File: src/rtl/proc_io_pkg.sv
// ---------------------------------------------------------------------------
// proc_io_pkg
// Shared definitions for the processor input-side buffer.
//   DEFAULT_NUBITS      default data word width (matches processor word)
//   levelWidth()        bits needed to hold an occupancy of 0..depth
//   selPolicy_t         how a request with several bits set is resolved
//   ILLEGAL_SEL_POLICY  policy used by proc_in_buf
// ---------------------------------------------------------------------------
package proc_io_pkg;

    localparam int DEFAULT_NUBITS = 32;

    // Resolution of an illegal (multi-hot) read request.
    typedef enum logic {
        SEL_LOWEST_WINS = 1'b0,
        SEL_REJECT      = 1'b1
    } selPolicy_t;

    localparam selPolicy_t ILLEGAL_SEL_POLICY = SEL_LOWEST_WINS;

    // Occupancy must represent 0..depth inclusive, hence depth+1 values.
    function automatic int levelWidth(input int depth);
        return $clog2(depth + 1);
    endfunction

endpackage

File: src/rtl/io_fifo.sv
// ---------------------------------------------------------------------------
// io_fifo
// Single-clock circular FIFO holding words for one processor input port.
// The head word is presented combinationally on dout.
// Ports:
//   clk    in   system clock
//   rst    in   asynchronous reset, active high (clears pointers and count)
//   push   in   write din at the tail (ignored when full)
//   din    in   word to write
//   pop    in   advance the head (ignored when empty)
//   dout   out  current head word (stale/undefined when empty)
//   full   out  count == DEPTH
//   empty  out  count == 0
//   count  out  occupancy 0..DEPTH
// ---------------------------------------------------------------------------
module io_fifo
    import proc_io_pkg::*;
#(
    parameter int NUBITS = DEFAULT_NUBITS,
    parameter int DEPTH  = 4,
    parameter int CW     = levelWidth(DEPTH)
) (
    input  logic              clk,
    input  logic              rst,
    input  logic              push,
    input  logic [NUBITS-1:0] din,
    input  logic              pop,
    output logic [NUBITS-1:0] dout,
    output logic              full,
    output logic              empty,
    output logic [CW-1:0]     count
);

    localparam int PW = $clog2(DEPTH);

    logic [NUBITS-1:0] r_mem [DEPTH];
    logic [PW-1:0]     r_head;
    logic [PW-1:0]     r_tail;
    logic [CW-1:0]     r_count;
    logic              w_doPush;
    logic              w_doPop;

    assign full  = (r_count == CW'(DEPTH));
    assign empty = (r_count == '0);
    assign count = r_count;
    assign dout  = r_mem[r_head];

    // Guard against callers that do not qualify push/pop with full/empty.
    assign w_doPush = push & ~full;
    assign w_doPop  = pop & ~empty;

    // Storage carries no reset; contents behind an empty FIFO are never read.
    always_ff @(posedge clk) begin
        if (w_doPush) begin
            r_mem[r_tail] <= din;
        end
    end

    // DEPTH is a power of two, so pointers wrap by natural overflow.
    always_ff @(posedge clk or posedge rst) begin
        if (rst) begin
            r_head  <= '0;
            r_tail  <= '0;
            r_count <= '0;
        end else begin
            if (w_doPush) begin
                r_tail <= r_tail + PW'(1);
            end
            if (w_doPop) begin
                r_head <= r_head + PW'(1);
            end
            case ({w_doPush, w_doPop})
                2'b10:   r_count <= r_count + CW'(1);
                2'b01:   r_count <= r_count - CW'(1);
                default: r_count <= r_count;
            endcase
        end
    end

endmodule

File: src/rtl/proc_in_buf.sv
// ---------------------------------------------------------------------------
// proc_in_buf
// Input-side buffer for the soft processor's io_in port. One io_fifo per
// processor input port; the processor's one-hot req_in selects which FIFO's
// head word appears on io_in, and that FIFO pops on the same clock edge.
// Ports:
//   clk        in   system clock
//   rst        in   asynchronous reset, active high
//   src_data   in   producer words, port k at [k*NUBITS +: NUBITS]
//   src_valid  in   producer k offers a word
//   src_ready  out  FIFO k accepts a word this cycle (!full & !rst)
//   req_in     in   processor read request, one-hot (lowest index wins)
//   io_in      out  head word of the selected FIFO, 0 if empty or no request
//   level      out  occupancy of FIFO k at [k*CW +: CW]
//   uflow      out  sticky: port k was read while empty
//   uflow_cnt  out  (only with PROC_IN_BUF_UFLOW_CNT_EN) per-port 8-bit
//                   saturating count of underflow reads
// Configuration macro: PROC_IN_BUF_UFLOW_CNT_EN
// ---------------------------------------------------------------------------
module proc_in_buf
    import proc_io_pkg::*;
#(
    parameter int NUBITS = DEFAULT_NUBITS,
    parameter int NUIOIN = 2,
    parameter int DEPTH  = 4
) (
    input  logic                               clk,
    input  logic                               rst,
    input  logic [NUIOIN*NUBITS-1:0]           src_data,
    input  logic [NUIOIN-1:0]                  src_valid,
    output logic [NUIOIN-1:0]                  src_ready,
    input  logic [NUIOIN-1:0]                  req_in,
    output logic [NUBITS-1:0]                  io_in,
    output logic [NUIOIN*levelWidth(DEPTH)-1:0] level,
`ifdef PROC_IN_BUF_UFLOW_CNT_EN
    output logic [NUIOIN*8-1:0]                uflow_cnt,
`endif
    output logic [NUIOIN-1:0]                  uflow
);

    localparam int CW = levelWidth(DEPTH);

    logic [NUBITS-1:0] w_dout  [NUIOIN];
    logic [CW-1:0]     w_count [NUIOIN];
    logic [NUIOIN-1:0] w_full;
    logic [NUIOIN-1:0] w_empty;
    logic [NUIOIN-1:0] w_lowestOh;
    logic [NUIOIN-1:0] w_selOh;
    logic              w_multiHot;
    logic [NUIOIN-1:0] r_uflow;

    // x & -x isolates the lowest set bit, giving the priority select directly.
    assign w_lowestOh = req_in & (~req_in + NUIOIN'(1));
    assign w_multiHot = |(req_in & ~w_lowestOh);
    assign w_selOh    = ((ILLEGAL_SEL_POLICY == SEL_REJECT) && w_multiHot)
                        ? '0 : w_lowestOh;

    genvar k;
    generate
        for (k = 0; k < NUIOIN; k++) begin : g_fifo
            logic w_push;
            logic w_pop;

            // A full FIFO refuses even when it is popped in the same cycle.
            assign src_ready[k] = ~w_full[k] & ~rst;
            assign w_push       = src_valid[k] & src_ready[k];
            assign w_pop        = w_selOh[k] & ~w_empty[k];
            assign level[k*CW +: CW] = w_count[k];

            io_fifo #(
                .NUBITS (NUBITS),
                .DEPTH  (DEPTH),
                .CW     (CW)
            ) u_fifo (
                .clk   (clk),
                .rst   (rst),
                .push  (w_push),
                .din   (src_data[k*NUBITS +: NUBITS]),
                .pop   (w_pop),
                .dout  (w_dout[k]),
                .full  (w_full[k]),
                .empty (w_empty[k]),
                .count (w_count[k])
            );
        end
    endgenerate

    // No bypass: an empty FIFO yields 0 even if a word is being pushed now.
    always_comb begin
        io_in = '0;
        for (int i = 0; i < NUIOIN; i++) begin
            if (w_selOh[i] && !w_empty[i]) begin
                io_in = w_dout[i];
            end
        end
    end

    always_ff @(posedge clk or posedge rst) begin
        if (rst) begin
            r_uflow <= '0;
        end else begin
            r_uflow <= r_uflow | (w_selOh & w_empty);
        end
    end

    assign uflow = r_uflow;

`ifdef PROC_IN_BUF_UFLOW_CNT_EN
    logic [7:0] r_uflowCnt [NUIOIN];

    // Counters saturate at 255 rather than wrapping back to zero.
    always_ff @(posedge clk or posedge rst) begin
        if (rst) begin
            for (int i = 0; i < NUIOIN; i++) begin
                r_uflowCnt[i] <= '0;
            end
        end else begin
            for (int i = 0; i < NUIOIN; i++) begin
                if (w_selOh[i] && w_empty[i] && (r_uflowCnt[i] != 8'hFF)) begin
                    r_uflowCnt[i] <= r_uflowCnt[i] + 8'd1;
                end
            end
        end
    end

    always_comb begin
        for (int i = 0; i < NUIOIN; i++) begin
            uflow_cnt[i*8 +: 8] = r_uflowCnt[i];
        end
    end
`endif

endmodule

File: config.mk
export PLATFORM = sky130hd
export DESIGN_NAME = proc_in_buf
export DESIGN_NICKNAME = d
export VERILOG_FILES = /design/src/rtl/proc_io_pkg.sv /design/src/rtl/io_fifo.sv /design/src/rtl/proc_in_buf.sv
export SDC_FILE = /design/constraint.sdc
export NUM_CORES = 1
export LEC_CHECK = 0
export CORE_ASPECT_RATIO = 1.25
export CORE_MARGIN = 2
export CORE_UTILIZATION = 60
export DETAILED_ROUTE_END_ITERATION = 7
export HOLD_SLACK_MARGIN = 0.06
export MAX_ROUTING_LAYER = met4
export PLACE_DENSITY_LB_ADDON = 0.25
export SLEW_MARGIN = 15
export SYNTH_ARGS = -nofsm -noshare
export SYNTH_HDL_FRONTEND = slang
export SYNTH_SLANG_ARGS = --single-unit
export TNS_END_PERCENT = 100
File: constraint.sdc
create_clock -name clk -period 6.3 [get_ports clk]
set_input_delay 1.26 -clock clk [delete_from_list [all_inputs] [get_ports clk]]
set_output_delay 1.26 -clock clk [all_outputs]
set_load 0.005 [all_outputs]
==> results of run 1 <==
==> state kept, by name, summed over array words and instances, names as in the netlist <==
signal,cells
g_fifo.u_fifo.count,6
uflow,2
g_fifo.u_fifo.r_head,4
g_fifo.u_fifo.r_mem,256
g_fifo.u_fifo.r_tail,4
==> per-layer routing <==
layer	share of wire [%]	routed length, µm
met1	37	7560
met2	55	11200
met3	5.5	1120
met4	2.7	555
met5	0	0
==> worst paths after layout <==
kind                                               to  slack (ps)  cells after the start
max                                         io_in[22]        1300                      5
min                                          uflow[0]         460                      1
max reg2reg                 g_fifo[1].u_fifo.count[2]        3550                      8
min reg2reg                                  uflow[0]         460                      1
max in group asynchronous  g_fifo[1].u_fifo.r_head[0]        4560                      2
min in group asynchronous                    uflow[1]        1290                      2
==> final cells by class <==
cell class | count | area, µm²
Multi-Input combinational cell | 150 | 2290
Fill cell | 976 | 4750
Clock buffer | 28 | 637
Sequential cell | 272 | 8090
Timing Repair Buffer | 113 | 1130
Antenna cell | 1 | 2.50
Clock inverter | 18 | 131
Inverter | 15 | 56.3
Tap cell | 224 | 280
==> cell usage in the layout, fill, tap and decap left out <==
cell type,instances
edfxtp_1,256
clkdlybuf4s50_1,111
mux4_2,44
a22o_1,32
clkbuf_16,25
mux4_1,20
inv_1,15
clkinv_1,12
dfrtp_1,12
ha_1,10
and2_2,8
xor2_1,7
xnor2_1,5
nor2_1,4
dfrtp_2,4
clkbuf_1,3
a211oi_2,2
nor3_1,2
a21o_1,2
a21oi_1,2
mux2_2,2
nand2_1,2
fa_1,2
clkinv_2,2
bufinv_16,2
buf_4,2
diode_2,1
o31a_2,1
mux2i_1,1
nor2b_1,1
nor2b_4,1
and3b_1,1
o21ai_0,1
inv_6,1
clkinvlp_4,1
==> metrics by stage <==
| step | total power, mW | cell area [µm²] | utilization, % | setup slack, ps | hold WS, ps |
|---|---|---|---|---|---|
| 2_1_floorplan | 3.33 | 10600 | - | 2910 | 451 |
| 3_3_place_gp | 3.79 | 11800 | 68.2 | 1440 | 446 |
| 3_5_place_dp | 3.86 | 11800 | 68.2 | 1310 | 452 |
| 4_1_cts | 5.28 | 12600 | 72.6 | 1330 | 466 |
| 5_1_grt | 5.45 | 12600 | 72.6 | 1230 | 488 |
| 6_report | 5.23 | 12600 | 72.6 | 1300 | 465 |
==> cells in the mapped netlist (all sizes together) <==
library cell,number
inv,15
nor3,2
a21o,2
xor2,7
a22o,32
edfxtp,256
clkbuf,7
nor2,4
o31a,1
xnor2,5
o21ai,1
a21oi,2
ha,10
nor2b,2
mux4,64
dfrtp,16
a211oi,2
mux2,2
and2,8
mux2i,1
buf,17
fa,2
nand2,2
and3b,1
==> report_power, final <==
group,switching (mW),internal (mW)
Sequential,0.239,2.23
Combinational,0.547,0.798
Clock,0.610,0.806
Total,1.40,3.83
==> logic make-up after synthesis <==
family,Yosys count
AOI/OAI and AO/OA,40
xor gates and xnor gates,12
DFF,272
adders and majority gates,12
buffers and inverters,39
and+or+nand+nor,19
muxes,67
==> flow_summary.yaml, run 1 <==
clock_tree:
  cts_setup_buffers: 0
  clock_latency_ps: 510
  cts_tree: "built"
  cts_buffer_depth: 3
  cts.sinks: 272
  ctsResizeCount: 0
  clk_pin_slew_ps: 60
  ctsHoldBuffers: 0
  ctsRootBufferMaster: "clkbuf_16"
  htree_num_levels: 1
  cts_buffers: 25
floorplanning:
  boundaryPins: 112
  initial_core_util_pct: 61.0
  dieArea_um2: 18800
  design.core.area_um2: 17400
  fp.dieH_um: 153
  die_w_um: 123
  rows: 54
timing:
  setup_tns_ps: 0
  min_period_over_period_pct: 79.3
  min_period_ps: 5000
  fmax_mhz: 200
  finalSetupViolations: 0
  slew_headroom_pct: 25.7
  finalHoldViolCount: 0
  rsz0062_at_grt: "no"
  slew_violations: 0
  tightest_slew_ps: 1110
  final.setup_skew_ps: 5.72
grt:
  use_met2_pct: 41.1
  grt_pass1_wl_mm: 32.0
  overflow: 0
  track_usage_pct: 23.9
  grt_pass1_vias: 5709
  use_met1_pct: 28.7
  grt_max_degree: 36
  grt.busiest_layer: "met2"
  antenna_found_initial: 1
  grt_util_met3_pct: 4.04
final_layout:
  synthToLayoutAreaGrowth_pct: 19.0
  final_cells: 821
  nets: 659
  drive_gt1_share_pct: 15.9
power_and_ir_drop:
  p_per_area_nw_per_um2: 414
  ir_worst_vdd_v: 0.000261
  p_leak_nw: 4.21
logic_synthesis:
  yosys_warnings: 0
  yosysUniqueCellTypes: 27
  synth_compound_area_share_pct: 3.25
  syn_area_um2: 10600
  synthAdderAreaFrac_pct: 1.56
  yosys-top-cells-area: "edfxtp_1 (73%), mux4_2 (9.3%), mux4_1 (5.0%)"
  synth-simple-area-share_pct: 0.980
  avgSynthCellArea_um2: 23.0
  synth_nets: 543
  yosysSeqAreaShare_pct: 76.3
  yosysTopAreaCellShare_pct: 72.5
  yosys-mux-area-fraction_pct: 14.6
  synth-seq-cells: 272
  yosysTopAreaCell: "edfxtp_1"
  synth_top_family_by_area: "multiplexers"
  synthXorXnorAreaFrac_pct: 0.992
  postSynthCellCount: 461
flow_run:
  drv_cap: 0
run_status:
  status: "completed"
worst_hold_path:
  min-delay-path-class: "reg -> reg"
  min_from: "uflow[0]"
routing:
  drt-pass1-iter-count: 4
  viasPerCell: 6.10
  drc: 0
  ant_nets: 0
  vias: 5005
  drtIter0Drc: 309
  route.detailed.wl_per_inst_um: 24.9
  wirelength_mm: 20.4
critical_path:
  critical_path_arrival_ps: 3740
  required_ps: 5040
  critPathKind: "in -> out"
  crit_top_cell: "clkdlybuf4s50_1"
  critical_path_peak_fanout: 34
  critPathBufInv: 2
  cp-start-kind: "input port"
  crit_family: "simple AND/OR/NAND/NOR gates"
  cp-startpoint: "req_in[1]"
  crit_path_cell_trace: "clkdlybuf4s50_1 -> nor2b_1 -> nor2b_4 -> a22o_1 -> clkdlybuf4s50_1"
  end_kind: "output pin"
  critical_path.max_stage_delay_ps: 950
  crit-reg2reg-launch: "g_fifo[1].u_fifo.count[2]"
  cp_slowest_cell: "nor2b_4"
place:
  dp.cells: 774
  hpwlAfterDp_mm: 11.8
  gp_congestion: 0.751
  port-buffer-count: 111
(Power assumes the default switching activity.)
==> inputs of run 2 (changes only) <==
CORE_UTILIZATION = 56   (was 60)
clock period = 4.7 ns   (was 6.3 ns; I/O delays follow)
==> flow_summary.yaml, run 2 (same netlist as run 1, synthesis figures left out) <==
floorplanning:
  boundaryPins: 112
  die_w_um: 127
  rows: 56
  initial_core_util_pct: 56.9
  fp.dieH_um: 158
  design.core.area_um2: 18600
  dieArea_um2: 20100
grt:
  grt_pass1_wl_mm: 30.6
  overflow: 0
  track_usage_pct: 21.1
  antenna_found_initial: 1
  grt_pass1_vias: 5267
  grt_max_degree: 34
power_and_ir_drop:
  p_leak_nw: 4.22
  ir_worst_vdd_v: 0.000449
  p_per_area_nw_per_um2: 552
clock_tree:
  cts.sinks: 272
  cts_setup_buffers: 0
  ctsRootBufferMaster: "clkbuf_16"
  clock_latency_ps: 520
  clk_pin_slew_ps: 60
  htree_num_levels: 1
  ctsResizeCount: 0
  cts_buffer_depth: 3
  ctsHoldBuffers: 0
  cts_tree: "built"
  cts_buffers: 25
routing:
  wirelength_mm: 20.2
  viasPerCell: 5.91
  met3WireLength_mm: 1.08
  ant_nets: 0
  drtIter0Drc: 283
  wl_met2_mm: 10.6
  vias: 4933
  routedLengthMet1_mm: 8.10
  top_layer: "met4"
  drc: 0
  route.detailed.wl_per_inst_um: 24.2
  drt-pass1-iter-count: 4
critical_path:
  critPathKind: "reg -> out"
  reg2reg_depth: 7
  rrSetupSlack_ps: 2240
  crit-reg2reg-launch: "g_fifo[0].u_fifo.count[2]"
  r2r_end: "g_fifo[0].u_fifo.count[2]"
  cp-start-kind: "flop"
  critical_path_peak_fanout: 26
  critical_path_arrival_ps: 3040
  required_ps: 3760
  end_kind: "output pin"
final_layout:
  synthToLayoutAreaGrowth_pct: 19.2
  largest_reg_flops: 256
  mostFrequentLayoutCell: "edfxtp_1"
  final_cell_mix: "edfxtp_1 (256), clkdlybuf4s50_1 (111), mux4_2 (44)"
  nets: 664
  drive_gt1_share_pct: 16.5
  fillers: 1176
  largest-register: "g_fifo.u_fifo.r_mem"
  regArea_um2: 8090
  multi_input_area_um2: 2290
timing:
  slew_violations: 0
  finalHoldViolCount: 0
  fmax_mhz: 251
  tightest_slew_ps: 1030
  setup_tns_ps: 0
  slew_headroom_pct: 31.0
  min_period_over_period_pct: 84.7
  finalSetupViolations: 0
  min_period_ps: 3980
  final.setup_skew_ps: 10.4
  rsz0062_at_grt: "no"
  timing.hold.ws_ps: 471
place:
  gp_congestion: 0.746
  port-buffer-count: 111
  hpwlAfterDp_mm: 11.7
worst_hold_path:
  min_from: "uflow[0]"
  min_to: "uflow[0]"
  min_path_cells: 1
  min-delay-path-class: "reg -> reg"
flow_run:
  drv_cap: 0
run_status:
  status: "completed"
-- run 2: critical path, stage by stage, from the launching register on --
cell and delay (ps):
dfrtp_2 970, buf_4 310, mux4_2 540, a22o_1 250, clkdlybuf4s50_1 450
-- run 2: worst max-delay path by stage --
stage | slack [ps] | cells after the start | start | to
4_1_cts | 650 | 4 | g_fifo[0].u_fifo.r_head[0] | io_in[24]
3_3_place_gp | 810 | 5 | req_in[0] | io_in[17]
3_5_place_dp | 740 | 5 | req_in[0] | io_in[28]
6_report | 720 | 4 | g_fifo[0].u_fifo.r_head[0] | io_in[15]
5_1_grt | 560 | 4 | g_fifo[0].u_fifo.r_head[0] | io_in[24]
2_1_floorplan | 1950 | 5 | req_in[1] | io_in[10]
-- run 2: cell type report --
type,count,share of cell area (%)
Tap cell,232,2.30
Multi-Input combinational cell,150,18.1
Inverter,15,0.446
Clock inverter,8,0.515
Sequential cell,272,64.1
Clock buffer,37,5.31
Antenna cell,2,0.0396
Timing Repair Buffer,118,9.21
-- run 2: through the flow --
| step | power (mW) | area, µm² | setup WS, ps | util [%] | cells |
|---|---|---|---|---|---|
| after floorplan | 4.46 | 10600 | 1950 | - | 461 |
| after global placement | 5.14 | 11900 | 808 | 63.8 | 787 |
| after detailed placement | 5.20 | 11900 | 736 | 63.8 | 787 |
| after CTS | 7.06 | 12600 | 647 | 67.7 | 832 |
| after global routing | 7.29 | 12600 | 564 | 67.7 | 833 |
| final | 6.97 | 12600 | 718 | 67.8 | 834 |
-- run 2: where the power goes --
| group | leakage, nW | switching, mW | total [mW] | internal [mW] |
|---|---|---|---|---|
| clock network | 0.357 | 0.813 | 1.85 | 1.04 |
| registers | 2.50 | 0.346 | 3.33 | 2.98 |
| logic | 1.36 | 0.704 | 1.79 | 1.08 |
-- run 2: layer usage --
layer  GRT usage [%]  vias up
met5               -        -
met4            5.60        0
met3            3.18       36
met2            36.0      150
met1            27.1     2565
li1                -     2182
